$ cat src/rtl/gcd_result_fifo.sv
// gcd_result_fifo: FWFT result buffer for the GCD pipeline with sticky overflow flag.
// Optional saturating drop counter enabled by GCD_RESULT_FIFO_DROPCNT_EN.
module gcd_result_fifo #(
  parameter int DATA_WIDTH     = 32,
  parameter int FIFO_DEPTH     = 8,
  parameter int DROP_CNT_WIDTH = 16,
  localparam int AW = $clog2(FIFO_DEPTH),
  localparam int CW = $clog2(FIFO_DEPTH + 1)
) (
  input  logic                             Clk,
  input  logic                             Reset,
  input  logic                             Done,
  input  logic signed [DATA_WIDTH-1:0]     Result,
  output logic                             OutValid,
  input  logic                             OutReady,
  output logic signed [DATA_WIDTH-1:0]     OutData,
  output logic        [CW-1:0]             Count,
  output logic                             Full,
  output logic                             Empty,
  output logic                             Overflow,
  input  logic                             ClrOverflow,
  output logic        [DROP_CNT_WIDTH-1:0] DropCount
);
  logic signed [DATA_WIDTH-1:0] r_mem [FIFO_DEPTH];
  logic [AW-1:0] r_wr_ptr, r_rd_ptr;
  logic [CW-1:0] r_count;
  logic          r_overflow;
  logic          w_push, w_pop, w_drop;
  always_comb begin
    Count    = r_count;
    Full     = r_count == CW'(FIFO_DEPTH);
    Empty    = r_count == '0;
    OutValid = !Empty;
    OutData  = r_mem[r_rd_ptr];
    Overflow = r_overflow;
    w_pop    = OutValid && OutReady;
    w_push   = Done && (!Full || w_pop);
    w_drop   = Done && Full && !w_pop;
  end
  // Storage has no reset: contents are unreachable until rewritten.
  always_ff @(posedge Clk)
    if (!Reset && w_push) r_mem[r_wr_ptr] <= Result;
  always_ff @(posedge Clk) begin
    if (Reset) begin
      r_wr_ptr   <= '0;
      r_rd_ptr   <= '0;
      r_count    <= '0;
      r_overflow <= 1'b0;
    end else begin
      if (w_push) r_wr_ptr <= r_wr_ptr + 1'b1;
      if (w_pop) r_rd_ptr <= r_rd_ptr + 1'b1;
      r_count    <= r_count + CW'(w_push) - CW'(w_pop);
      r_overflow <= w_drop ? 1'b1 : ClrOverflow ? 1'b0 : r_overflow;
    end
  end
`ifdef GCD_RESULT_FIFO_DROPCNT_EN
  logic [DROP_CNT_WIDTH-1:0] r_drop_cnt;
  // A clear coinciding with a drop restarts the count at that drop.
  always_ff @(posedge Clk) begin
    if (Reset) r_drop_cnt <= '0;
    else if (ClrOverflow) r_drop_cnt <= DROP_CNT_WIDTH'(w_drop);
    else if (w_drop && r_drop_cnt != '1) r_drop_cnt <= r_drop_cnt + 1'b1;
  end
  assign DropCount = r_drop_cnt;
`else
  assign DropCount = '0;
`endif
endmodule

$ cat config.mk
export PLATFORM = sky130hd
export DESIGN_NAME = gcd_result_fifo
export DESIGN_NICKNAME = d
export VERILOG_FILES = /design/src/rtl/gcd_result_fifo.sv
export SDC_FILE = /design/constraint.sdc
export NUM_CORES = 1
export LEC_CHECK = 0
export BUFFER_PORTS_ARGS = -buffer_cell sky130_fd_sc_hd__buf_2
export CAP_MARGIN = 25
export CORE_MARGIN = 3
export CORE_UTILIZATION = 30
export CTS_CLUSTER_DIAMETER = 120
export DETAILED_ROUTE_END_ITERATION = 8
export GPL_ROUTABILITY_DRIVEN = 0
export PLACE_DENSITY = 0.52
export SETUP_SLACK_MARGIN = 0.05
export SLEW_MARGIN = 10
export SYNTH_ARGS = -nofsm -noshare
export SYNTH_HDL_FRONTEND = slang
export SYNTH_SLANG_ARGS = --single-unit
$ cat constraint.sdc
create_clock -name Clk -period 5.74 [get_ports Clk]
set_clock_uncertainty 0.05 [all_clocks]
set_input_delay 0.574 -clock Clk [delete_from_list [all_inputs] [get_ports Clk]]
set_output_delay 0.574 -clock Clk [all_outputs]
set_load 0.02 [all_outputs]
=== Yosys cells after proc, flatten, opt, wreduce, memory -nomap -nowiden ===
Memories as Yosys holds them, arrays and structs flattened. A register that Yosys moved wholly into a read port is not among the register bits.
Index checks and enable logic that the tools add are counted.

* Flip-flop bits (word level): 11
* RAM bits: 256
* Input bits: 37
* Output and inout port bits: 56
* Logic and storage cells: 28
* Memories kept: 1

{| class="wikitable"
|+ Memories
! name !! depth !! width !! rd ports !! clocked after Yosys merged registers in !! write ports !! line !! text
|-
| r_mem || 8 || 32 || 1 || 1 || 1 || 24 || <nowiki>logic signed [DATA_WIDTH-1:0] r_mem [FIFO_DEPTH];</nowiki>
|}

* Add/subtract/negate cells: 4
* Equality and inequality tests: 1
* Muxes and demuxes: 6
* Reduce and logical (&&, ||, !) cells: 12

{| class="wikitable"
|+ Operators by type and width
! cell !! number
|-
| adder 3 x 1 -> 3 bit, second input constant || 2
|-
| two-way mux 3 bit || 2
|-
| logical AND 1 bit || 5
|-
| adder 4 x 1 -> 4 bit || 1
|-
| == test 4 bit, second input constant || 1
|-
| zero test 1 bit || 4
|-
| zero test 4 bit || 1
|-
| two-way mux 1 bit || 4
|-
| subtractor 4 x 1 -> 4 bit || 1
|-
| nonzero test 2 bit || 1
|-
| logical OR 1 bit || 1
|}

=== Logic depth before layout (Yosys ltp) ===
* Depth after elaboration: 8
* Mapped depth: 12
* Depth with buffers taken out: 11

=== Worst setup path after synthesis ===
No wires, ideal clock.

* Path type: register to register
* Start point: register r_count[2] (netlist: Count[2])
* End point: memory r_mem[0][0] (enable)
* Library setup time: 513 ps
* Arrival time: 4587 ps
* Data required time: 5177 ps
* Path slack: 591 ps
* Stages on the path, launching flop included: 6
* Path buffers: 0
* Clock period less this slack: 5149 ps
* Cells stage by stage: dfxtp_1 -> inv_1 -> ha_1 -> nor2b_1 -> o21ai_1 -> nor4b_1

* Word-level cells in the longest chain between the ends: 8
* Elaborated cells between the ends (all ways): 10
* Those cells by class: eq/ne (1); mux (2); reduce/logical (7)

{| class="wikitable"
|+ Ends and longest elaborated chain
! what !! line !! text
|-
| start, declared || 26 || <nowiki>logic [CW-1:0] r_count;</nowiki>
|-
| start signal, assigned || 52 || <nowiki>r_count <= r_count + CW'(w_push) - CW'(w_pop);</nowiki>
|-
| zero test 4 bit || 32 || <nowiki>Empty = r_count == '0;</nowiki>
|-
| zero test 1 bit || 33 || <nowiki>OutValid = !Empty;</nowiki>
|-
| logical AND 1 bit || 36 || <nowiki>w_pop = OutValid && OutReady;</nowiki>
|-
| logical OR 1 bit * || 37 || <nowiki>w_push = Done && (!Full || w_pop);</nowiki>
|-
| logical AND 1 bit * || 37 ||
|-
| logical AND 1 bit * || 42 || <nowiki>if (!Reset && w_push) r_mem[r_wr_ptr] <= Result;</nowiki>
|-
| two-way mux 1 bit * || 42 ||
|-
| two-way mux 1 bit (implied by the code) * || 42 ||
|-
| end, declared || 24 ||
|}

Every way passes the cells marked *; elsewhere a longest branch is shown, timed or not.

==> results.yml <==
worst_setup_path:
  path_max_fanout: 43
  arrival_ns: 3.05
  slowest_delay_ns: 0.94
  worst_ep_required_time_ns: 5.12
  worst_path_max_delay_cell: "dfxtp_4"
  path_buf_inv: 2
  path_cells: "buf_4 -> mux4_2 -> mux2_2 -> buf_2"
  startpoint_type: "flip-flop"
  cp-end-kind: "output port"
  critical_path_class: "flip-flop to output port"
  cp_top_family: "flip-flops"
power_and_ir_drop:
  leakage_nw: 3.95
  ir_drop_mv: 0.214
  power_per_cell_area_nw_per_um2: 411
placement:
  place_hpwl_um: 11900
  port_buffers: 76
synthesis:
  synth_top_cells_by_count: "256 x edfxtp_1, 64 x mux4_2, 34 x mux2_2, 17 x buf_4, 14 x dfxtp_1"
  synth_seq_cells: 270
  synth-main-ff-cell: "edfxtp_1"
  ys_warn_count: 0
  synth_area_leaders: "edfxtp_1 73%, mux4_2 14%, mux2_2 3.6%"
  syn_inst: 483
  yosysMostFrequentCell: "edfxtp_1"
  syn_area_per_cell_um2: 21.9
  synth-seq-area-share: 0.754
  ys_async_sr_fraction: 0
  syn_area_um2: 10600
  netlist.area_leader.share: 0.728
  synth_edf_count: 256
  yosysUniqueCellTypes: 42
  yosys.area.top_type: "edfxtp_1"
cts:
  clkTransAtPathRegs_ns: 0.06
  cts_tree: "built"
  cts_sinks: 270
  clock_path_buffers: 3
  htree_levels: 1
  post_cts_buffers: 0
  clock_latency_ns: 0.54
  cts_hold_buf: 0
  cts-resized-gates: 0
  cts_buffers: 28
  cts-root-buf: "clkbuf_16"
floorplanning:
  start_util: 0.305
  dieArea_um2: 37500
  core_um2: 34600
  chipHeight_um: 194
  io_pins: 93
  rows: 68
  die_x_um: 194
global_route:
  grtUsageTotal: 0.115
  antenna_found_initial: 2
  first_global_vias: 5210
  grt_pass1_wl_um: 32500
  overflow: 0
  grt_start_max_net_pins: 65
timing:
  period_share: 0.640
  worstMarginPinSlew_ns: 0.957
  slew_viol_final: 0
  slew_headroom: 0.362
  setup_viol: 0
  setup_tns_ns: 0
  max_freq_mhz: 272
  min_period_ns: 3.67
  hold_violations: 0
  rsz0062_at_grt: "false"
final_layout:
  n_antenna_cell: 0
  area_growth_pct: 17.1
  n_fill_cell: 3191
  layout-drive-gt1-share: 0.401
  layout.nets: 622
  fin_util: 0.357
outcome:
  status: "finished, final reports clean"
job:
  drv_cap: 0
routing:
  drc: 0
  final_antenna_net_count: 0
  drt_pre_antenna_iters: 6
  routed_via_density: 4.60
  first_iter_violations: 244
  avgRoutedWirePerCell_um: 20.8
  vias: 4840
  totalWireLength_um: 21900
min_path:
  hold_path.class: "input port to flip-flop"
==> worst reg2reg max path: stages (launching register included) <==
cell and delay [ns]:
dfxtp_1 0.31, inv_1 0.10, ha_1 0.15, or3b_1 0.50
o21ai_1 0.54, ha_1 0.34, inv_1 0.06, ha_1 0.16
inv_1 0.06, fa_1 0.40, xor2_1 0.18, nor2_1 0.06
==> per-stage QoR <==
step | setup WS [ns] | cells | power, mW | hold slack [ns] | cell area (um2)
after detailed placement | 2.53 | 1001 | 3.37 | 0.444 | 11400
final | 2.07 | 1053 | 5.08 | 0.244 | 12400
after CTS | 1.95 | 1053 | 5.18 | 0.215 | 12400
after global placement | 2.56 | 1001 | 3.34 | 0.409 | 11400
after floorplan | 0.591 | 498 | 3.07 | 0.404 | 10600
after global routing | 1.80 | 1053 | 5.32 | 0.231 | 12400
==> report_power, final <==
part	switching, mW	total, mW	internal, mW
Clock	0.713	1.79	1.08
Combinational	0.517	0.933	0.416
Sequential	0.0924	2.36	2.27
Total	1.32	5.08	3.76
==> sequential cells by signal, summed over array words and instances (netlist names), named ones only <==
signal	cells
r_mem	256
Count	4
r_rd_ptr	3
Overflow	1
r_wr_ptr	3
==> layout make-up <==
class / count / area, um2 / area share
flip-flops and latches: 270 / 7980 / 0.645
multi-input cells: 178 / 2400 / 0.194
clock buffers: 36 / 731 / 0.0591
well taps: 455 / 569 / 0.0460
repair buffers: 86 / 455 / 0.0368
clock inverters: 16 / 193 / 0.0156
inverters: 12 / 45.0 / 0.00364
==> cell families (layout without fill, tap and decap cells) <==
kind of cell / after synthesis / count (layout) / share of synthesized area
mux: 99 / 99 / 0.174
simple gates: 41 / 41 / 0.0229
compound gates: 12 / 12 / 0.00805
buf+inv: 50 / 150 / 0.0289
flops: 270 / 270 / 0.754
xor+xnor: 1 / 1 / 0.000829
other cells: 1 / 16 / 0.000355
fa+ha+maj: 9 / 9 / 0.0114
==> final timing paths <==
| path | endpoint | start | slack (ns) | depth (start not counted) |
|---|---|---|---|---|
| max | OutData[11] | flip-flop | 2.07 | 4 |
| min | r_mem[7][8]$_DFFE_PP_ | Result[8] | 0.24 | 1 |
| max reg2reg | Count[2]$_SDFF_PP0_ | Count[2]$_SDFF_PP0_ | 2.72 | 11 |
| min reg2reg | flip-flop | r_rd_ptr[1]$_SDFFE_PP0P_ | 0.45 | 2 |
==> routing by layer <==
metal | routed length (um) | vias to the layer above | track usage
met5 | 34 | - | 0
met4 | 371 | 4 | 0.0276
met3 | 1090 | 34 | 0.0245
met2 | 12000 | 123 | 0.217
met1 | 8430 | 2538 | 0.132
li1 | - | 2141 | -
==> placed cells by master (no fill, tap or decap), types with 3 or more instances in the layout <==
| cell type | Yosys | routed |
|---|---|---|
| ha_1 | 8 | 8 |
| nand3_1 | 4 | 4 |
| nor2_1 | 8 | 5 |
| dfxtp_1 | 14 | 11 |
| edfxtp_1 | 256 | 256 |
| clkinv_1 | 0 | 3 |
| nand2_1 | 6 | 6 |
| mux2_2 | 34 | 34 |
| buf_2 | 1 | 76 |
| inv_1 | 11 | 11 |
| nor2b_1 | 4 | 4 |
| clkbuf_1 | 8 | 8 |
| conb_1 | 1 | 16 |
| nor3_2 | 0 | 3 |
| clkinv_2 | 0 | 6 |
| bufinv_16 | 0 | 4 |
| clkbuf_16 | 0 | 28 |
| a21oi_1 | 3 | 3 |
| nor2_4 | 0 | 3 |
| buf_4 | 17 | 10 |
| mux4_2 | 64 | 64 |
(Power assumes the default switching activity.)
